===== src/rtl/ttx_byte_framer.sv =====
// Teletext byte framer: hunts for the framing code after each line start, then packs LSB-first bytes for the byte FIFO.
// Optional macro TTX_PARITY_CHECK_EN adds odd-parity checking with erasure marking on bytes 2 and up.
module ttx_byte_framer #(
    parameter logic [7:0] FRAMING_CODE = 8'h27,
    parameter int         PKT_BYTES    = 42,
    parameter int         SEARCH_BITS  = 32,
    parameter int         FC_TOL       = 0
) (
    input  logic       clk,
    input  logic       reset,
    input  logic       bit_in,
    input  logic       bit_valid,
    input  logic       line_start,
    input  logic       fifo_full,
    output logic [7:0] data_out,
    output logic       write_en,
    output logic       pkt_start,
    output logic       pkt_done,
    output logic       pkt_abort,
    output logic       overflow,
    output logic       busy,
`ifdef TTX_PARITY_CHECK_EN
    output logic       parity_err,
`endif
    output logic [1:0] dbg_state
);

    localparam int SCW = $clog2(SEARCH_BITS + 1);

    typedef enum logic [1:0] {
        IDLE   = 2'd0,
        SEARCH = 2'd1,
        RECV   = 2'd2
    } state_t;

    state_t           state;
    state_t           state_nxt;
    logic [7:0]       shift_reg;
    logic [3:0]       fill_cnt;
    logic [SCW-1:0]   search_cnt;
    logic [2:0]       bit_cnt;
    logic [5:0]       byte_cnt;

    logic [7:0]       next_shift;
    logic [3:0]       fill_next;
    logic             fc_match;
    logic             search_last;
    logic             byte_done;
    logic             last_byte;
    logic             abort_nxt;
    logic             par_fail;
    logic [7:0]       byte_val;

    assign next_shift  = {bit_in, shift_reg[7:1]};
    assign fill_next   = (fill_cnt == 4'd8) ? 4'd8 : fill_cnt + 4'd1;
    assign fc_match    = (fill_next == 4'd8) &&
                         ($countones(next_shift ^ FRAMING_CODE) <= FC_TOL);
    assign search_last = (search_cnt == SCW'(SEARCH_BITS - 1));
    assign byte_done   = (state == RECV) && bit_valid && (bit_cnt == 3'd7) && !line_start;
    assign last_byte   = (byte_cnt == 6'(PKT_BYTES - 1));

    // Bytes 0 and 1 carry the Hamming-coded address and are never parity checked.
`ifdef TTX_PARITY_CHECK_EN
    assign par_fail = (byte_cnt >= 6'd2) && !(^next_shift);
`else
    assign par_fail = 1'b0;
`endif
    assign byte_val = par_fail ? 8'hFF : next_shift;

    assign busy      = (state != IDLE);
    assign dbg_state = state;

    always_comb begin
        state_nxt = state;
        abort_nxt = 1'b0;
        if (line_start) begin
            state_nxt = SEARCH;
            abort_nxt = (state == RECV);
        end else begin
            case (state)
                IDLE: state_nxt = IDLE;
                SEARCH: begin
                    if (bit_valid) begin
                        if (fc_match)         state_nxt = RECV;
                        else if (search_last) state_nxt = IDLE;
                    end
                end
                RECV: begin
                    if (byte_done && last_byte) state_nxt = IDLE;
                end
                default: state_nxt = IDLE;
            endcase
        end
    end

    always_ff @(posedge clk) begin
        if (reset) begin
            state      <= IDLE;
            shift_reg  <= 8'd0;
            fill_cnt   <= 4'd0;
            search_cnt <= '0;
            bit_cnt    <= 3'd0;
            byte_cnt   <= 6'd0;
            data_out   <= 8'd0;
            write_en   <= 1'b0;
            pkt_start  <= 1'b0;
            pkt_done   <= 1'b0;
            pkt_abort  <= 1'b0;
            overflow   <= 1'b0;
`ifdef TTX_PARITY_CHECK_EN
            parity_err <= 1'b0;
`endif
        end else begin
            state     <= state_nxt;
            write_en  <= 1'b0;
            pkt_start <= 1'b0;
            pkt_done  <= 1'b0;
            pkt_abort <= abort_nxt;
`ifdef TTX_PARITY_CHECK_EN
            parity_err <= 1'b0;
`endif
            if (line_start) begin
                shift_reg  <= 8'd0;
                fill_cnt   <= 4'd0;
                search_cnt <= '0;
                bit_cnt    <= 3'd0;
                byte_cnt   <= 6'd0;
            end else if (bit_valid) begin
                case (state)
                    SEARCH: begin
                        shift_reg  <= next_shift;
                        fill_cnt   <= fill_next;
                        search_cnt <= search_cnt + SCW'(1);
                        if (fc_match) begin
                            bit_cnt  <= 3'd0;
                            byte_cnt <= 6'd0;
                        end
                    end
                    RECV: begin
                        shift_reg <= next_shift;
                        bit_cnt   <= bit_cnt + 3'd1;
                        // A byte dropped on a full FIFO still advances the count to keep packet alignment.
                        if (bit_cnt == 3'd7) begin
                            data_out  <= byte_val;
                            write_en  <= !fifo_full;
                            pkt_start <= (byte_cnt == 6'd0);
                            pkt_done  <= last_byte;
                            byte_cnt  <= byte_cnt + 6'd1;
                            if (fifo_full) overflow <= 1'b1;
`ifdef TTX_PARITY_CHECK_EN
                            parity_err <= par_fail;
`endif
                        end
                    end
                    default: ;
                endcase
            end
        end
    end

endmodule


===== config.mk =====
export PLATFORM = sky130hd
export DESIGN_NAME = ttx_byte_framer
export DESIGN_NICKNAME = d
export VERILOG_FILES = /design/src/rtl/ttx_byte_framer.sv
export SDC_FILE = /design/constraint.sdc
export NUM_CORES = 1
export LEC_CHECK = 0
export CORE_UTILIZATION = 56
export CTS_CLUSTER_DIAMETER = 100
export DETAILED_ROUTE_END_ITERATION = 10
export PLACE_DENSITY = 0.79
export SLEW_MARGIN = 10
export SYNTH_ARGS = -nofsm -noshare
export SYNTH_HDL_FRONTEND = slang
export SYNTH_SLANG_ARGS = --single-unit

===== constraint.sdc =====
create_clock -name clk -period 4.55 [get_ports clk]
set_input_delay 0.455 -clock clk [delete_from_list [all_inputs] [get_ports clk]]
set_output_delay 0.455 -clock clk [all_outputs]
set_load 0.02 [all_outputs]

==> impl_metrics.csv <==
group,metric,value,unit
drt,via_count,1701,
sta,worst_slew_pin_slew,0.768,ns
outcome,status,"complete, no violations",
global_routing,grt_max_degree,25,
setup_path,required,4.75,ns
drt,drt_pre_antenna_iters,5,
clock_network,cts.sinks,41,
sta,worst_slack,0.347,ns
layout,fill_cells,283,
yosys,yosys_warnings,0,
layout,antenna_cells,0,
drt,drt.antenna.violating_nets,0,
drt,wl_per_cell,12.9,µm
setup_path,critPathKind,"flop to flop",
global_routing,grt_usage,23.2,%
sta,slew_headroom,48.6,%
place,place_ws,-0.305,ns
clock_network,cts_max_level,2,
layout,nNetsFinal,290,
yosys,yosysTopAreaCell,"dfxtp_1",
drt,drt_iter0_markers,85,
die,die_area,3930,µm²
setup_path,crit_fanout,6,
sta,hold_viol,0,
layout,drive_gt1_share,8.61,%
clock_network,clockBufferDepth,2,
setup_path,cp.arrival,4.40,ns
yosys,synth_top_area_share,39.8,%
layout,largest_reg_flops,8,
global_routing,grt_pass1_wl,7140,µm
place,gp_congestion,0.797,
sta,finClkSkew,0.00946,ns
yosys,synth_area,2060,µm²
clock_network,cts_tree,"built",
sta,min_period,4.20,ns
sta,rsz0062_at_grt,"false",
die,design.core.area,3440,µm²
die,io_pins,22,
yosys,synth_common_cells,"nand2_1 (53), dfxtp_1 (41), a21oi_1 (29), inv_1 (21), ha_1 (14)",
job,maxCapViolations,0,
clock_network,clk_latency,0.30,ns
drt,viasPerCell,5.43,
min_path,min_path_type,"flop to flop",
yosys,syn_inst,246,
place,hpwl,2920,µm
setup_path,crit_path_end_kind,"flop",
global_routing,overflow,0,
yosys,synth-edff-count,0,
clock_network,ctsHoldBuffers,0,
power,p_per_area,266,nW/µm²
yosys,yosysMostFrequentCell,"nand2_1",
yosys,seq_area_frac_synth,39.8,%
clock_network,path_clk_slew,0.08,ns
yosys,synth_async_sr_flop_share,0,%
drt,drc_errors,0,
die,die_w,62.7,µm
yosys,synth_area_per_cell,8.38,µm²
die,fp.dieH,62.7,µm
layout,multi_input_area,1120,µm²
yosys,syn_nets,270,
layout,area_growth,16.2,%
yosys,synth_seq_cells,41,
die,rows,21,
power,power.leakage,0.000882,µW
clock_network,cts_root_buffer,"clkbuf_8",
yosys,synthDistinctLibCells,38,
sta,drv_slew,0,
sta,finalSetupViolCount,0,
yosys,ys.flop_type,"dfxtp_1",
power,ir_drop,224,µV
global_routing,first_global_vias,1597,
sta,period_share,92.4,%
place,numPortBuffers,21,
sta,max_freq,238,MHz
clock_network,cts_buffers,5,
yosys,synth.area.top_cells,"dfxtp_1 (40%), nand2_1 (9.6%), ha_1 (8.5%)",
global_routing,antenna_found_initial,0,
power,p_total,638,µW
setup_path,critPathLaunchType,"flop",
die,start_util,59.9,%
layout,ff_latch_area,821,µm²
drt,wl,4030,µm
[layout make-up]
cell class	count	share of cell area, %
timing repair buffer	23	9.50
inverter	21	3.29
tap	46	2.40
sequential	41	34.3
clock inverter	3	0.731
clock buffer	5	2.87
multi-input combinational	174	46.9
[logic make-up after synthesis]
kind of cell,after synthesis,share of synthesized area (%)
buffers and inverters,31,5.89
multiplexers,4,2.00
XOR/XNOR,6,2.55
AO/OA/AOI/OAI,46,14.6
adder cells (fa/ha/maj),18,12.4
flip-flops,41,39.8
AND/OR/NAND/NOR,100,22.8
[worst max-delay path: stages (launching register included)]
cell and delay, ns:
dfxtp_1 0.39, inv_1 0.08, fa_1 0.50, inv_1 0.06, fa_1 0.46, fa_1 0.49
ha_2 0.18, inv_1 0.05, fa_1 0.47, or3b_1 0.35, a211o_1 0.29, o31ai_4 0.40
nand2_1 0.10, a32o_2 0.27
[power breakdown]
group	internal [µW]	leakage, µW	switching (µW)
clock network	106	0.0000439	128
registers	360	0.000330	1.52
logic	15.6	0.000508	27.1
total	481	0.000882	157
[through the flow]
| step | instances | TNS, ns | hold slack (ns) | utilization, % | cell area (µm²) |
|---|---|---|---|---|---|
| 2_1_floorplan | 246 | 0 | 0.442 | - | 2060 |
| 3_3_place_gp | 304 | -1.80 | 0.443 | 66.7 | 2290 |
| 3_5_place_dp | 304 | -2.65 | 0.447 | 66.7 | 2290 |
| 4_1_cts | 312 | 0 | 0.459 | 69.2 | 2380 |
| 5_1_grt | 313 | 0 | 0.495 | 69.6 | 2400 |
| 6_report | 313 | 0 | 0.457 | 69.6 | 2400 |
[worst paths after layout]
kind | start | to | slack, ns | cells past startpoint
setup / recovery | shift_reg[4] | byte_cnt[3] | 0.35 | 13
hold / removal | data_out[1] | data_out[1] | 0.46 | 2
setup reg to reg | shift_reg[4] | byte_cnt[3] | 0.35 | 13
hold reg to reg | data_out[1] | data_out[1] | 0.46 | 2
[metal layers]
layer / GRT usage (%) / share of wire (%) / up-vias
li1: - / - / 871
met1: 30.1 / 48 / 792
met2: 36.4 / 46 / 33
met3: 5.47 / 3.8 / 5
met4: 10.5 / 1.5 / 0
met5: 0 / 0 / -
[what timing repair did]
item                       4_1_cts  5_1_grt
resized for setup                0        4
setup endpoints to repair        0       10
setup buffers                    0        1
[cell usage in the layout (no fill, tap or decap), drive strengths merged, types with 4 or more instances in the layout]
| cell type | n |
|---|---|
| ha | 14 |
| dfxtp | 41 |
| inv | 21 |
| clkbuf | 5 |
| clkdlybuf4s50 | 20 |
| a21oi | 29 |
| nand2 | 53 |
| xor2 | 4 |
| a32o | 4 |
| nor2 | 13 |
| nor3 | 8 |
| nand3 | 7 |
| fa | 4 |
| o21ai | 4 |
Note: power is estimated with default switching activity, not from simulation.
